### src/rtl/stream_pkg.sv
// Shared types and init-value helpers for the stream reduction block.
package stream_pkg;

  typedef enum logic [1:0] {
    StIdle   = 2'd0,
    StRun    = 2'd1,
    StResult = 2'd2
  } state_e;

  // Widest data word the init helpers cover.
  localparam int unsigned MaxWidth = 64;

  // Largest signed value of a w-bit word, zero-extended to MaxWidth.
  function automatic logic [MaxWidth-1:0] smax_init(int unsigned w);
    return (64'd1 << (w - 1)) - 64'd1;
  endfunction

  // Smallest signed value of a w-bit word, zero-extended to MaxWidth.
  function automatic logic [MaxWidth-1:0] smin_init(int unsigned w);
    return 64'd1 << (w - 1);
  endfunction

endpackage

### src/rtl/stream_reduce_acc.sv
// Sum / count / min / max accumulator with synchronous clear and beat enable.
module stream_reduce_acc
  import stream_pkg::*;
#(
  parameter int unsigned WIDTH     = 32,
  parameter int unsigned CNT_WIDTH = 32
) (
  input  logic                        clk_i,
  input  logic                        rst_ni,
  input  logic                        clear_i,
  input  logic                        enable_i,
  input  logic signed [WIDTH-1:0]     data_i,
  output logic signed [WIDTH-1:0]     sum_o,
  output logic        [CNT_WIDTH-1:0] count_o,
  output logic signed [WIDTH-1:0]     min_o,
  output logic signed [WIDTH-1:0]     max_o
);

  localparam logic [MaxWidth-1:0]  MinFull = smax_init(WIDTH);
  localparam logic [MaxWidth-1:0]  MaxFull = smin_init(WIDTH);
  // min starts at the largest value and max at the smallest, so the first beat wins both.
  localparam logic [WIDTH-1:0]     MinInit = MinFull[WIDTH-1:0];
  localparam logic [WIDTH-1:0]     MaxInit = MaxFull[WIDTH-1:0];
  localparam logic [CNT_WIDTH-1:0] CntOne  = {{(CNT_WIDTH-1){1'b0}}, 1'b1};

  logic signed [WIDTH-1:0]     sum_q, min_q, max_q;
  logic        [CNT_WIDTH-1:0] count_q;

  // Accumulator registers: reset to zero, clear to init values, fold in enabled beats.
  always_ff @(posedge clk_i) begin
    if (!rst_ni) begin
      sum_q   <= '0;
      count_q <= '0;
      min_q   <= '0;
      max_q   <= '0;
    end else if (clear_i) begin
      sum_q   <= '0;
      count_q <= '0;
      min_q   <= MinInit;
      max_q   <= MaxInit;
    end else if (enable_i) begin
      sum_q <= sum_q + data_i;
      if (count_q != '1) begin
        count_q <= count_q + CntOne;
      end
      if (data_i < min_q) begin
        min_q <= data_i;
      end
      if (data_i > max_q) begin
        max_q <= data_i;
      end
    end
  end

  assign sum_o   = sum_q;
  assign count_o = count_q;
  assign min_o   = min_q;
  assign max_o   = max_q;

endmodule

### src/rtl/stream_reduce.sv
// Stream reduction: consumes beats from an upstream generator until done, then
// presents sum, count, min and max with a valid/ready handshake.
module stream_reduce
  import stream_pkg::*;
#(
  parameter int unsigned WIDTH     = 32,
  parameter int unsigned CNT_WIDTH = 32
) (
  input  logic                        _clock,
  input  logic                        _reset,
  input  logic                        _start,
  input  logic                        in_valid,
  input  logic signed [WIDTH-1:0]     in_data,
  input  logic                        in_done,
  output logic                        in_ready,
  input  logic                        _ready,
  output logic                        _valid,
  output logic                        _done,
  output logic signed [WIDTH-1:0]     _out0,
  output logic        [CNT_WIDTH-1:0] _out1,
  output logic signed [WIDTH-1:0]     _out2,
  output logic signed [WIDTH-1:0]     _out3
);

  state_e state_q, state_d;
  logic   acc_clear, acc_en;

  // State register with synchronous active-low reset.
  always_ff @(posedge _clock) begin
    if (!_reset) begin
      state_q <= StIdle;
    end else begin
      state_q <= state_d;
    end
  end

  // Next-state and handshake outputs; start is honoured only from idle.
  always_comb begin
    state_d   = state_q;
    in_ready  = 1'b0;
    _valid    = 1'b0;
    _done     = 1'b0;
    acc_clear = 1'b0;
    acc_en    = 1'b0;
    unique case (state_q)
      StIdle: begin
        if (_start) begin
          state_d   = StRun;
          acc_clear = 1'b1;
        end
      end
      StRun: begin
        in_ready = 1'b1;
        // A beat arriving with done is still folded in.
        acc_en   = in_valid;
        if (in_done) begin
          state_d = StResult;
        end
      end
      StResult: begin
        _valid = 1'b1;
        _done  = 1'b1;
        if (_ready) begin
          state_d = StIdle;
        end
      end
      default: state_d = StIdle;
    endcase
  end

  stream_reduce_acc #(
    .WIDTH     (WIDTH),
    .CNT_WIDTH (CNT_WIDTH)
  ) u_acc (
    .clk_i    (_clock),
    .rst_ni   (_reset),
    .clear_i  (acc_clear),
    .enable_i (acc_en),
    .data_i   (in_data),
    .sum_o    (_out0),
    .count_o  (_out1),
    .min_o    (_out2),
    .max_o    (_out3)
  );

endmodule

### config.mk
export PLATFORM = sky130hd
export DESIGN_NAME = stream_reduce
export DESIGN_NICKNAME = d
export VERILOG_FILES = /design/src/rtl/stream_pkg.sv /design/src/rtl/stream_reduce_acc.sv /design/src/rtl/stream_reduce.sv
export SDC_FILE = /design/constraint.sdc
export NUM_CORES = 1
export LEC_CHECK = 0
export CAP_MARGIN = 25
export CORE_UTILIZATION = 47
export CTS_BUF_LIST = sky130_fd_sc_hd__clkbuf_16
export CTS_CLUSTER_SIZE = 40
export DETAILED_ROUTE_END_ITERATION = 8
export PLACE_DENSITY = 0.76
export SLEW_MARGIN = 20
export SYNTH_ARGS = -nofsm -noshare
export SYNTH_HDL_FRONTEND = slang
export SYNTH_SLANG_ARGS = --single-unit
### constraint.sdc
create_clock -name _clock -period 2.5 [get_ports _clock]
set_input_delay 0.25 -clock _clock [delete_from_list [all_inputs] [get_ports _clock]]
set_output_delay 0.25 -clock _clock [all_outputs]
set_load 0.02 [all_outputs]
==> results.yml, run 1 <==
synth:
  netlist_instances: 963
  synth_top_area_frac: 0.317
  synth.largest_area_cell: "dfxtp_1"
  ys_types: 64
  synth_edf_count: 0
  synthArstFlopShare: 0
  synth_common_cells: "dfxtp_1 (130), ha_1 (95), nor2_1 (92), a21oi_1 (82), inv_1 (78)"
  ys_warn_count: 0
  netlist_area_um2: 8200
  syn_nets: 1097
  synth_area_leaders: "dfxtp_1 (32%), ha_1 (14%), mux2i_1 (7.8%)"
  synth-seq-cells: 130
  synthFlopType: "dfxtp_1"
  ys_seq_area_frac: 0.317
  yosysMostFrequentCell: "dfxtp_1"
  avgSynthCellArea_um2: 8.51
final_layout:
  final_core_util: 0.778
  area_growth_pct: 59.6
  nFillCells: 1072
  antennaDiodeCount: 0
  fin_nets: 1474
  drive_gt1_frac: 0.271
detailed_routing:
  first_pass_iters: 5
  drcViolationCount: 0
  post_drt_wl_per_cell_um: 19.0
  wl_mm: 29.9
  vias_per_cell: 5.78
  dr_total_vias: 9097
  ant_nets: 0
  dr.first_iter.drc_count: 602
setup_path:
  required_ns: 2.79
  cp.arrival_ns: 3.16
  worst_path_max_delay_cell: "dfxtp_4"
  crit_family: "compound AO/OA/AOI/OAI gates"
  crit_type: "register to register"
  crit_buf_inv: 3
  path_cells: "inv_2, ha_4, a21o_1, a2111oi_2, o21ai_1, o2bb2ai_2, a211oi_2, mux2i_4, buf_12, buf_16, mux2i_1, a21oi_1"
  crit_path_start_kind: "register"
  crit_fanout: 9
  end_kind: "register"
  cp_slowest_stage_delay_ns: 0.34
run:
  cap_violations: 0
clocking:
  cts.sinks: 130
  path_clk_slew_ns: 0.06
  cts_made_buffers: 17
  htreeDepth: 4
  cts.path.max_buffers: 2
  cts_tree: "built"
  clockRootBuffer: "clkbuf_16"
  clock_latency_ns: 0.43
pwr:
  peakVddDrop_mv: 0.509
  p_leak_nw: 5.65
  power_mw: 6.54
  powerDensity_nw_per_um2: 500
sta:
  tightest_slew_ns: 0.471
  fin_ws_ns: -0.368
  fmax_mhz: 349
  skew_ns: 0.0111
  slew_headroom: 0.682
  post-route-min-period_ns: 2.87
  drv_slew: 0
  setup_viol_count_final: 69
  period_share: 1.15
  rsz0062_at_grt: "true"
  hold_viol: 0
die:
  die_x_um: 134
  io_pins: 169
  rows: 47
  die_h_um: 134
  coreArea_um2: 16800
  start_util: 0.488
  dieArea_um2: 18000
grt:
  grt_antenna_before_repair: 0
  grt_pass1_wl_mm: 44.8
  overflow: 0
  grt_pass1_vias: 8871
  grt_max_degree: 35
  gr-usage-all-layers: 0.318
placement:
  dpl.hpwl_mm: 19.9
  port_buffers: 168
  routabilityCongestion: 0.890
hold_path:
  hold_class: "primary input to register"
outcome:
  violations: "negative setup slack"
  status: "finished, violations left"
routing by layer:
metal,GRT usage,vias to the layer above,part of all wire
li1,-,4222,-
met1,0.390,4357,0.40
met2,0.545,410,0.49
met3,0.0529,108,0.066
met4,0.145,0,0.043
met5,0,-,0
cells in the final DEF (no fill, tap or decap), drive strengths merged, types with 21 or more instances in the layout:
cell type      count
buf              226
nand4             21
ha                95
inv               83
nor3              24
a21oi             82
o21ai             34
nand3             29
a21o              33
mux2i             65
nor2              92
dfxtp            130
nand2             56
clkdlybuf4s50    146
worst reg2reg max path: stages, from the launching register on:
cell	delay [ns]
dfxtp_4	0.34
inv_2	0.04
ha_4	0.23
a21o_1	0.16
a2111oi_2	0.31
o21ai_1	0.18
o2bb2ai_2	0.18
a211oi_2	0.33
mux2i_4	0.32
buf_12	0.17
buf_16	0.15
mux2i_1	0.24
a21oi_1	0.08
area by class of cell:
class,instances,area (um2),area share
multi-input combinational,717,5650,0.431
sequential,130,2660,0.203
tap,220,275,0.0210
clock buffer,19,475,0.0363
inverter,79,297,0.0227
clock inverter,13,168,0.0128
timing repair buffer,395,3570,0.273
flip-flops by register name, summed over array words and instances (netlist names):
name	flops
u_acc.min_o	32
u_acc.max_o	32
state_q	2
u_acc.sum_o	32
u_acc.count_o	32
kinds of logic (layout without fill, tap and decap cells):
family | Yosys count | after routing | synth area share
multiplexers | 65 | 65 | 0.0809
buffers and inverters | 116 | 506 | 0.0578
adder cells (fa/ha/maj) | 96 | 96 | 0.147
XOR/XNOR | 40 | 40 | 0.0427
AO/OA/AOI/OAI | 229 | 229 | 0.183
flip-flops | 130 | 130 | 0.317
AND/OR/NAND/NOR | 287 | 287 | 0.170
through the flow:
stage / TNS [ns] / setup slack (ns) / hold WS, ns / instances / instance area, um2
floorplan: -3.88 / -0.149 / 0.393 / 963 / 8380
global placement: -51.06 / -0.795 / 0.464 / 1516 / 11700
detailed placement: -54.27 / -0.794 / 0.469 / 1516 / 11700
CTS: -7.08 / -0.266 / 0.310 / 1563 / 12800
global route: -24.97 / -0.521 / 0.275 / 1573 / 13100
finish: -15.59 / -0.368 / 0.221 / 1573 / 13100
final timing paths:
path                                      start  slack, ns              end  cells after the start
worst max-delay path             u_acc.min_o[4]      -0.37  u_acc.min_o[11]                     12
worst max register to register   u_acc.min_o[4]      -0.37  u_acc.min_o[11]                     12
worst min-delay path                in_data[26]       0.22  u_acc.max_o[26]                      3
worst min register to register  u_acc.sum_o[17]       0.47  u_acc.sum_o[17]                      2
repair_timing:
item / CTS / global route
pin swaps: 34 / 45
setup endpoints to repair: 79 / 94
hold buffers: 0 / 0
setup buffers: 11 / 11
gates cloned: 5 / 1
resized for setup: 63 / 46
power breakdown:
group / switching [mW] / internal (mW)
Sequential: 0.0597 / 2.15
Clock: 1.04 / 1.70
Combinational: 0.823 / 0.766
Note: power is estimated with default switching activity, not from simulation.
==> run 2, diff against run 1 <==
- SETUP_SLACK_MARGIN: default -> 0.4
==> run 2 against run 1 <==
Effect of this change:
- the flow still finishes with violations (negative setup slack)
- power decreased by 1.2%
- final cell count increased by 0.76%
- combinational power increased by 3%
- sequential power barely moved
- critical path type unchanged
- largest power group unchanged
==> results.yml, run 2 (synthesis gave the netlist of run 1 again) <==
setup_path:
  required_ns: 2.80
  r2r_end: "u_acc.min_o[10]"
  crit_family: "compound AO/OA/AOI/OAI gates"
  crit_fanout: 7
  end_kind: "register"
  cp_slowest_stage_delay_ns: 0.39
  r2r_cells: 12
  crit_type: "register to register"
  crit_buf_inv: 3
  worst_path_max_delay_cell: "a221oi_2"
  crit_path_start_kind: "register"
  rrSetupSlack_ns: -0.54
  cp.arrival_ns: 3.34
  r2r_start: "u_acc.min_o[15]"
  path_cells: "inv_4, ha_4, and2_4, a221o_1, a221oi_2, nor2b_1, a211oi_2, mux2i_4, buf_4, clkbuf_16, mux2i_1, a21oi_1"
placement:
  placed_cell_area_um2: 11800
  port_buffers: 168
  pre_cts_slack_ns: -0.819
  dpl.hpwl_mm: 20.2
  dpl.cell_count: 1501
  routabilityCongestion: 0.910
grt:
  grt_pass1_wl_mm: 47.0
  gr-usage-all-layers: 0.336
  grt_antenna_before_repair: 0
  grt_max_degree: 48
  grt_pass1_vias: 8948
  overflow: 0
detailed_routing:
  dr.first_iter.drc_count: 917
  post_drt_wl_per_cell_um: 20.7
  vias_per_cell: 6.00
  wl_mm: 32.8
  drcViolationCount: 0
  ant_nets: 0
  dr_total_vias: 9516
  first_pass_iters: 7
sta:
  slew_headroom: 0.644
  skew_ns: 0.00904
  period_share: 1.22
  fmax_mhz: 329
  setup_viol_count_final: 71
  tightest_slew_ns: 0.535
  post-route-min-period_ns: 3.04
  rsz0062_at_grt: "true"
  hold_viol: 0
  drv_slew: 0
  fin_ws_ns: -0.540
  final.setup.tns_ns: -22.18
clocking:
  htreeDepth: 4
  clockRootBuffer: "clkbuf_16"
  cts.sinks: 130
  hold_buffers: 0
  cts_tree: "built"
  cts.path.max_buffers: 2
  path_clk_slew_ns: 0.06
  cts_made_buffers: 17
  clock_latency_ns: 0.44
die:
  io_pins: 169
  dieArea_um2: 18000
  die_h_um: 134
  rows: 47
  die_x_um: 134
  start_util: 0.488
  coreArea_um2: 16800
final_layout:
  finalInstanceArea_um2: 13500
  area_growth_pct: 64.5
  instances_no_fill: 1585
  antennaDiodeCount: 0
  mostFrequentLayoutCell: "buf_4"
  fin_nets: 1486
  drive_gt1_frac: 0.324
  final_cell_mix: "buf_4 (209), clkdlybuf4s50_1 (147), nor2_1 (88)"
pwr:
  peakVddDrop_mv: 0.510
  p_leak_nw: 5.75
  powerDensity_nw_per_um2: 479
  power_mw: 6.46
hold_path:
  hold_class: "primary input to register"
  min_from: "in_data[15]"
  min_path_cells: 4
  whs_endpoint: "u_acc.max_o[15]"
outcome:
  violations: "negative setup slack"
  status: "finished, violations left"
run:
  cap_violations: 0
## run 2: cell types whose count changed in the layout (fill, tap and decap cells not counted), moves of 6 or more
cell / before / now
a21oi_1: 74 / 68
a21oi_2: 8 / 14
buf_6: 6 / 23
dfxtp_1: 102 / 86
dfxtp_4: 9 / 20
o21ai_0: 23 / 14
## run 2: how the worst max path moves through the flow
| stage | from | slack (ns) | cells past startpoint | end |
|---|---|---|---|---|
| 2_1_floorplan | u_acc.min_o[15] | -0.15 | 11 | u_acc.min_o[12] |
| 5_1_grt | u_acc.min_o[15] | -0.56 | 12 | u_acc.min_o[10] |
| 4_1_cts | u_acc.min_o[15] | -0.34 | 11 | u_acc.min_o[4] |
| 6_report | u_acc.min_o[15] | -0.54 | 12 | u_acc.min_o[10] |
| 3_5_place_dp | in_data[4] | -0.82 | 11 | u_acc.min_o[4] |
| 3_3_place_gp | in_data[4] | -0.69 | 11 | u_acc.min_o[14] |
## run 2: per-stage QoR
step | hold slack, ns | utilization
6_report | 0.360 | 0.802
5_1_grt | 0.383 | 0.802
4_1_cts | 0.377 | 0.776
3_5_place_dp | 0.467 | 0.701
3_3_place_gp | 0.460 | 0.701
2_1_floorplan | 0.393 | -
## run 2: cell type report
cell class | count | area, um2
multi-input cells | 717 | 5970
repair buffers | 407 | 3630
fillers | 1001 | 3330
flip-flops and latches | 130 | 2710
clock buffers | 17 | 425
inverters | 79 | 299
well taps | 220 | 275
clock inverters | 15 | 178
## run 2: worst min-delay path: cells and delay by family
kind,cells,cell delay (ns)
mux,1,0.07
simple gates,1,0.10
buf+inv,2,0.33
## run 2: layer usage
| layer | track usage | wire, um |
|---|---|---|
| met5 | 0 | 0 |
| met4 | 0.145 | 1670 |
| met3 | 0.0767 | 3040 |
| met2 | 0.539 | 14900 |
| met1 | 0.431 | 13100 |
## run 2: timing repair
| item | CTS | global route |
|---|---|---|
| cloned | 2 | 2 |
| gates resized for setup | 118 | 54 |
| setup buffers | 25 | 23 |
| pin swaps | 56 | 60 |
| setup endpoints to repair | 112 | 110 |
| hold endpoints to repair | 0 | 0 |
## run 2: report_power, final
| part | switching (mW) | total, mW | internal (mW) |
|---|---|---|---|
| Combinational | 0.864 | 1.64 | 0.772 |
| Clock | 0.972 | 2.61 | 1.64 |
| Sequential | 0.0644 | 2.21 | 2.14 |
